--- src/rtl/kulisch_to_float.sv ---
// kulisch_to_float: converts a two's-complement fixed-point Kulisch accumulator word into a
// packed {sign, exponent, fraction} float, rounded to nearest-even.
//
// Three-stage pipeline with a valid/ready handshake on both sides:
//   stage 1: sign / magnitude split and zero detect
//   stage 2: leading-one detect, normalize (or subnormal align), guard and sticky
//   stage 3: RNE increment, overflow saturation, pack into the output register
//
// Ports:
//   clock        sole clock, rising edge
//   resetn       synchronous active-low reset
//   in_valid     accIn holds a word to convert
//   in_ready     block accepts accIn this cycle
//   accIn        accumulator value, ACC_DESIRED bits, two's complement
//   out_valid    out_float holds a result
//   out_ready    consumer takes the result this cycle
//   out_float    {sign, exponent, fraction}, EXP_OUT+FRAC_OUT+1 bits
//   out_overflow result saturated to infinity
//   out_inexact  rounding discarded nonzero bits
module kulisch_to_float #(
   parameter int unsigned ACC_DESIRED   = 32,
   parameter int unsigned ACC_FRAC_BITS = 10,
   parameter int unsigned EXP_OUT       = 5,
   parameter int unsigned FRAC_OUT      = 10
) (
   input  logic                         clock,
   input  logic                         resetn,
   input  logic                         in_valid,
   output logic                         in_ready,
   input  logic [ACC_DESIRED-1:0]       accIn,
   output logic                         out_valid,
   input  logic                         out_ready,
   output logic [EXP_OUT+FRAC_OUT:0]    out_float,
   output logic                         out_overflow,
   output logic                         out_inexact
);

   localparam int W      = int'(ACC_DESIRED);
   localparam int Bias   = (1 << (EXP_OUT - 1)) - 1;
   localparam int ExpMax = (1 << EXP_OUT) - 1;
   // Left shift that puts the subnormal LSB weight 2^(1-Bias-FRAC_OUT) at the fraction LSB.
   localparam int SubLsRaw = W - 2 - int'(ACC_FRAC_BITS) + Bias;
   localparam int SubRs    = (SubLsRaw < 0) ? -SubLsRaw : 0;
   localparam int SubLs    = (SubLsRaw < 0) ? 0 : SubLsRaw;
   // Zero padding below the magnitude so no shift ever loses a bit; sticky sees everything.
   localparam int LowW = SubRs + int'(FRAC_OUT) + 2;
   localparam int ExtW = W + LowW;
   localparam int PW   = $clog2(W);

   logic advance;

   // Stage 1 state
   logic                   v1_q;
   logic                   sign1_q;
   logic                   zero1_q;
   logic [W-1:0]           mag1_q;
   logic [W-1:0]           mag_in;

   // Stage 2 state
   logic                   v2_q;
   logic                   sign2_q;
   logic                   zero2_q;
   logic                   ovf2_q;
   logic [EXP_OUT-1:0]     exp2_q;
   logic [FRAC_OUT-1:0]    frac2_q;
   logic                   guard2_q;
   logic                   sticky2_q;

   // Stage 2 combinational
   logic [PW-1:0]          lead;
   int                     e_int;
   logic [ExtW-1:0]        ext;
   logic [ExtW-2:0]        aligned;
   logic [FRAC_OUT-1:0]    frac_n;
   logic [EXP_OUT-1:0]     exp_n;
   logic                   guard_n;
   logic                   sticky_n;
   logic                   ovf_n;

   // Stage 3 combinational
   logic                        rnd_inc;
   logic [EXP_OUT+FRAC_OUT-1:0] sum;
   logic                        ovf_r;
   logic [EXP_OUT+FRAC_OUT:0]   res_f;
   logic                        res_o;
   logic                        res_i;

   assign advance  = !out_valid || out_ready;
   assign in_ready = advance;

   // The most-negative input wraps to 2^(W-1), which is the correct unsigned magnitude.
   assign mag_in = accIn[W-1] ? ({W{1'b0}} - accIn) : accIn;

   always_comb begin
      lead = '0;
      for (int i = 0; i < W; i++) begin
         if (mag1_q[i]) lead = PW'(i);
      end
   end

   always_comb begin
      e_int = int'(lead) - int'(ACC_FRAC_BITS) + Bias;
      ext   = {mag1_q, {LowW{1'b0}}};
      if (e_int >= 1) begin
         // Leading one lands in the dropped top bit; the fraction follows directly below.
         aligned = (ExtW-1)'(ext << (W - 1 - int'(lead)));
      end else if (SubRs > 0) begin
         aligned = (ExtW-1)'(ext >> SubRs);
      end else begin
         aligned = (ExtW-1)'(ext << SubLs);
      end
      frac_n   = aligned[ExtW-2 -: FRAC_OUT];
      guard_n  = aligned[ExtW-2-int'(FRAC_OUT)];
      sticky_n = |aligned[ExtW-3-int'(FRAC_OUT):0];
      ovf_n    = (e_int >= ExpMax);
      exp_n    = (e_int >= 1 && !ovf_n) ? EXP_OUT'(e_int) : '0;
   end

   always_comb begin
      rnd_inc = guard2_q & (sticky2_q | frac2_q[0]);
      // Fraction carry ripples into the exponent; a subnormal carry becomes exponent 1.
      sum     = {exp2_q, frac2_q} + {{(EXP_OUT+FRAC_OUT-1){1'b0}}, rnd_inc};
      ovf_r   = ovf2_q | (&sum[FRAC_OUT +: EXP_OUT]);
      if (zero2_q) begin
         res_f = '0;
         res_o = 1'b0;
         res_i = 1'b0;
      end else if (ovf_r) begin
         res_f = {sign2_q, {EXP_OUT{1'b1}}, {FRAC_OUT{1'b0}}};
         res_o = 1'b1;
         res_i = 1'b1;
      end else begin
         res_f = {sign2_q, sum};
         res_o = 1'b0;
         res_i = guard2_q | sticky2_q;
      end
   end

   always_ff @(posedge clock) begin
      if (!resetn) begin
         v1_q         <= 1'b0;
         sign1_q      <= 1'b0;
         zero1_q      <= 1'b0;
         mag1_q       <= '0;
         v2_q         <= 1'b0;
         sign2_q      <= 1'b0;
         zero2_q      <= 1'b0;
         ovf2_q       <= 1'b0;
         exp2_q       <= '0;
         frac2_q      <= '0;
         guard2_q     <= 1'b0;
         sticky2_q    <= 1'b0;
         out_valid    <= 1'b0;
         out_float    <= '0;
         out_overflow <= 1'b0;
         out_inexact  <= 1'b0;
      end else if (advance) begin
         v1_q <= in_valid;
         if (in_valid) begin
            sign1_q <= accIn[W-1];
            mag1_q  <= mag_in;
            zero1_q <= (mag_in == '0);
         end
         v2_q <= v1_q;
         if (v1_q) begin
            sign2_q   <= sign1_q;
            zero2_q   <= zero1_q;
            ovf2_q    <= ovf_n;
            exp2_q    <= exp_n;
            frac2_q   <= frac_n;
            guard2_q  <= guard_n;
            sticky2_q <= sticky_n;
         end
         out_valid <= v2_q;
         if (v2_q) begin
            out_float    <= res_f;
            out_overflow <= res_o;
            out_inexact  <= res_i;
         end
      end
   end

endmodule

--- config.mk ---
export PLATFORM = sky130hd
export DESIGN_NAME = kulisch_to_float
export DESIGN_NICKNAME = d
export VERILOG_FILES = /design/src/rtl/kulisch_to_float.sv
export SDC_FILE = /design/constraint.sdc
export NUM_CORES = 1
export LEC_CHECK = 0
export BUFFER_PORTS_ARGS = -buffer_cell sky130_fd_sc_hd__buf_2
export CAP_MARGIN = 10
export CORE_MARGIN = 4
export CORE_UTILIZATION = 61
export DETAILED_ROUTE_END_ITERATION = 10
export PLACE_DENSITY = 0.79
export SETUP_SLACK_MARGIN = 0.3
export SLEW_MARGIN = 20
export SYNTH_ARGS = -nofsm -noshare
export SYNTH_HDL_FRONTEND = slang
export SYNTH_SLANG_ARGS = --single-unit
export TNS_END_PERCENT = 30
--- constraint.sdc ---
create_clock -name clock -period 4.5 [get_ports clock]
set_input_delay 0.225 -clock clock [delete_from_list [all_inputs] [get_ports clock]]
set_output_delay 0.225 -clock clock [all_outputs]
set_load 0.02 [all_outputs]
==> impl_metrics.json <==
{
  "antenna_found_initial": 0,
  "fill_cells": 835,
  "hold_buffers": 0,
  "preCtsSetupSlack_ps": 780.7,
  "grt_setup_unrepaired": "false",
  "fp.dieW_um": 109.0,
  "first_iter_violations": 707,
  "antenna_cells": 0,
  "drt_first_pass_iters": 7,
  "grt_pass1_wl_um": 29440,
  "synth_seq_cells": 75,
  "skew_ps": 20.64,
  "maxCapViolCount": 0,
  "synth_top_cell_by_area": "dfxtp_1",
  "synth_compound_gate_area_share_pct": 28.88,
  "power_density_nw_per_um2": 359.2,
  "syn_area_um2": 6226,
  "dp.cells": 944,
  "tightest_slew_ps": 963.8,
  "finalSetupViolCount": 0,
  "synthMuxAreaShare_pct": 9.445,
  "h-tree-depth": 3,
  "nets": 865,
  "clock_latency_ps": 380,
  "p_int_uw": 1434,
  "core_area_um2": 9864,
  "ys_top_cells_by_area": "dfxtp_1, mux2i_1, nand2_1",
  "cts_tree": "yes",
  "syn_inst": 803,
  "synthArstFlopShare_pct": 0,
  "rows": 36,
  "syn_to_final_growth_pct": 7.898,
  "initial_utilization_pct": 63.12,
  "drive_above_1_share_pct": 13.66,
  "pwr-share-seq_pct": 32.4,
  "gp_congestion": 0.9545,
  "dpl.hpwl_um": 13640,
  "p_clk_share_pct": 24.8,
  "finalCritPeriodShare_pct": 83.97,
  "synth-main-ff-cell": "dfxtp_1",
  "synthTopCellsByCount": "nand2_1, dfxtp_1, a21oi_1, nor2_1, mux2i_1",
  "yosys.area_share.adder_pct": 1.568,
  "ir_drop_v": 0.0003305,
  "ys_types": 87,
  "syn-num-nets": 846,
  "crit_type": "register to register",
  "ys_warn_count": 0,
  "seqCellArea_um2": 1501,
  "yosysSeqAreaShare_pct": 24.12,
  "clock_sinks": 75,
  "drv_slew": 0,
  "setup_ws_ps": 721.4,
  "synth-xor-area-share_pct": 6.752,
  "outcome": "finished, final reports clean",
  "fin_area_um2": 6718,
  "clockBufferDepth": 2,
  "synth.avg_cell_area_um2": 7.753,
  "switchingPower_uw": 979.2,
  "drcViolationCount": 0,
  "cts_buffers": 9,
  "hold_viol": 0,
  "power_leakage_uw": 0.002813,
  "switching_share_pct": 40.58,
  "fin_crit_ps": 3779,
  "post_dp_cell_area_um2": 6491,
  "cts_root_buf": "clkbuf_8",
  "synth_top_family_by_area": "compound AO/OA/AOI/OAI gates",
  "max_freq_mhz": 264.6,
  "grt_pass1_vias": 6007,
  "ios": 56,
  "whs_ps": 147.7,
  "critPathArrivalTime_ps": 4090,
  "synth_top_area_share_pct": 24.12,
  "cts.repair.resized": 0,
  "synthSimpleGateAreaFrac_pct": 24.14,
  "relSlewSlack_pct": 35.75,
  "cts.clk_slew.worst_paths_ps": 90,
  "drt-vias-per-instance": 6.668,
  "cp-end-kind": "register",
  "fin_setup_tns_ps": 0,
  "routed_wirelength_um": 18300,
  "worstHoldPathType": "input pin to register",
  "critPathLaunchType": "register",
  "avgRoutedWirePerCell_um": 19.06,
  "port_buffers": 55,
  "die_area_um2": 11890,
  "cts_setup_buffers": 0,
  "ant_nets": 0,
  "multi_input_area_um2": 4408,
  "die_h_um": 109.0,
  "track_usage_pct": 31.38,
  "num_vias": 6401,
  "comb_power_share_pct": 42.8,
  "instances_no_fill": 960,
  "crit_fanout": 20,
  "grt_max_degree": 70,
  "yosysMostFrequentCell": "nand2_1",
  "cp_data_required_time_ps": 4810,
  "grt_remaining_overflow": 0,
  "synth_edf_count": 0
}
[kinds of logic (layout without fill, tap and decap cells)]
logic type               Yosys count  after routing
AND/OR/NAND/NOR                  294            294
AO/OA/AOI/OAI                    247            247
adder cells (fa/ha/maj)            8              8
buffers and inverters             74             98
XOR/XNOR                          48             48
flip-flops                        75             75
multiplexers                      57             57
[power by group through the flow]
stage | registers (uW) | logic, uW | clock network, uW
after floorplan | 763 | 785 | 0
after global placement | 789 | 986 | 0
after detailed placement | 792 | 998 | 0
after CTS | 776 | 1000 | 608
after global routing | 786 | 1110 | 635
final | 781 | 1030 | 599
[through the flow]
stage	total power [uW]	utilization, %
2_1_floorplan	1548	-
3_3_place_gp	1775	65.80
3_5_place_dp	1789	65.80
4_1_cts	2387	68.10
5_1_grt	2535	68.10
6_report	2413	68.10
[state kept, by name, summed over array words and instances, names as in the netlist]
name          cells
exp2_q            5
frac2_q          10
guard2_q          1
mag1_q           32
out_float        16
out_inexact       1
out_overflow      1
out_valid         1
ovf2_q            1
sign1_q           1
sign2_q           1
sticky2_q         1
v1_q              1
v2_q              1
zero1_q           1
zero2_q           1
[routing by layer]
| layer | routed length (um) | up-vias | track usage, % |
|---|---|---|---|
| met2 | 8707 | 336 | 53.42 |
| met4 | 835 | 0 | 14.70 |
| met1 | 7342 | 2970 | 36.88 |
| li1 | - | 3013 | - |
| met5 | 0 | - | 0 |
| met3 | 1409 | 82 | 7.815 |
[cell type report]
type / count / share of cell area, %
sequential: 75 / 22.35
tap: 133 / 2.477
multi-input combinational: 654 / 65.62
clock buffer: 11 / 2.105
inverter: 20 / 1.118
clock inverter: 5 / 1.267
timing repair buffer: 62 / 5.066
[path summary, 6_finish.rpt]
check | from | endpoint | slack (ps) | cells past startpoint
worst max-delay path | mag1_q[2] | exp2_q[2] | 720 | 13
worst min-delay path | out_ready | v2_q | 150 | 4
worst max register to register | mag1_q[2] | exp2_q[2] | 720 | 13
worst min register to register | zero1_q | zero1_q | 470 | 2
[placed cells by master (no fill, tap or decap), types with 13 or more instances in the layout]
| master | instances |
|---|---|
| nand2_1 | 102 |
| dfxtp_1 | 75 |
| buf_2 | 55 |
| a21oi_1 | 50 |
| nor2_1 | 48 |
| mux2i_1 | 46 |
| o21ai_0 | 38 |
| xor2_1 | 29 |
| o211a_1 | 27 |
| nor2b_1 | 24 |
| xnor2_1 | 19 |
| nand3_1 | 18 |
| inv_1 | 17 |
| nor3_1 | 17 |
| o31ai_1 | 16 |
| and2_1 | 13 |
[critical path: stages, from the launching register on]
cell and delay, ps:
dfxtp_1 460, nor2_1 80, o311ai_1 460, a31oi_4 250
nor2_4 370, inv_2 270, ha_1 340, xnor2_1 330
o211ai_1 190, and2_1 170, o21ai_1 140, o311ai_2 200
a311o_1 330, a21boi_1 140
Power figures use the tool's default switching activity.
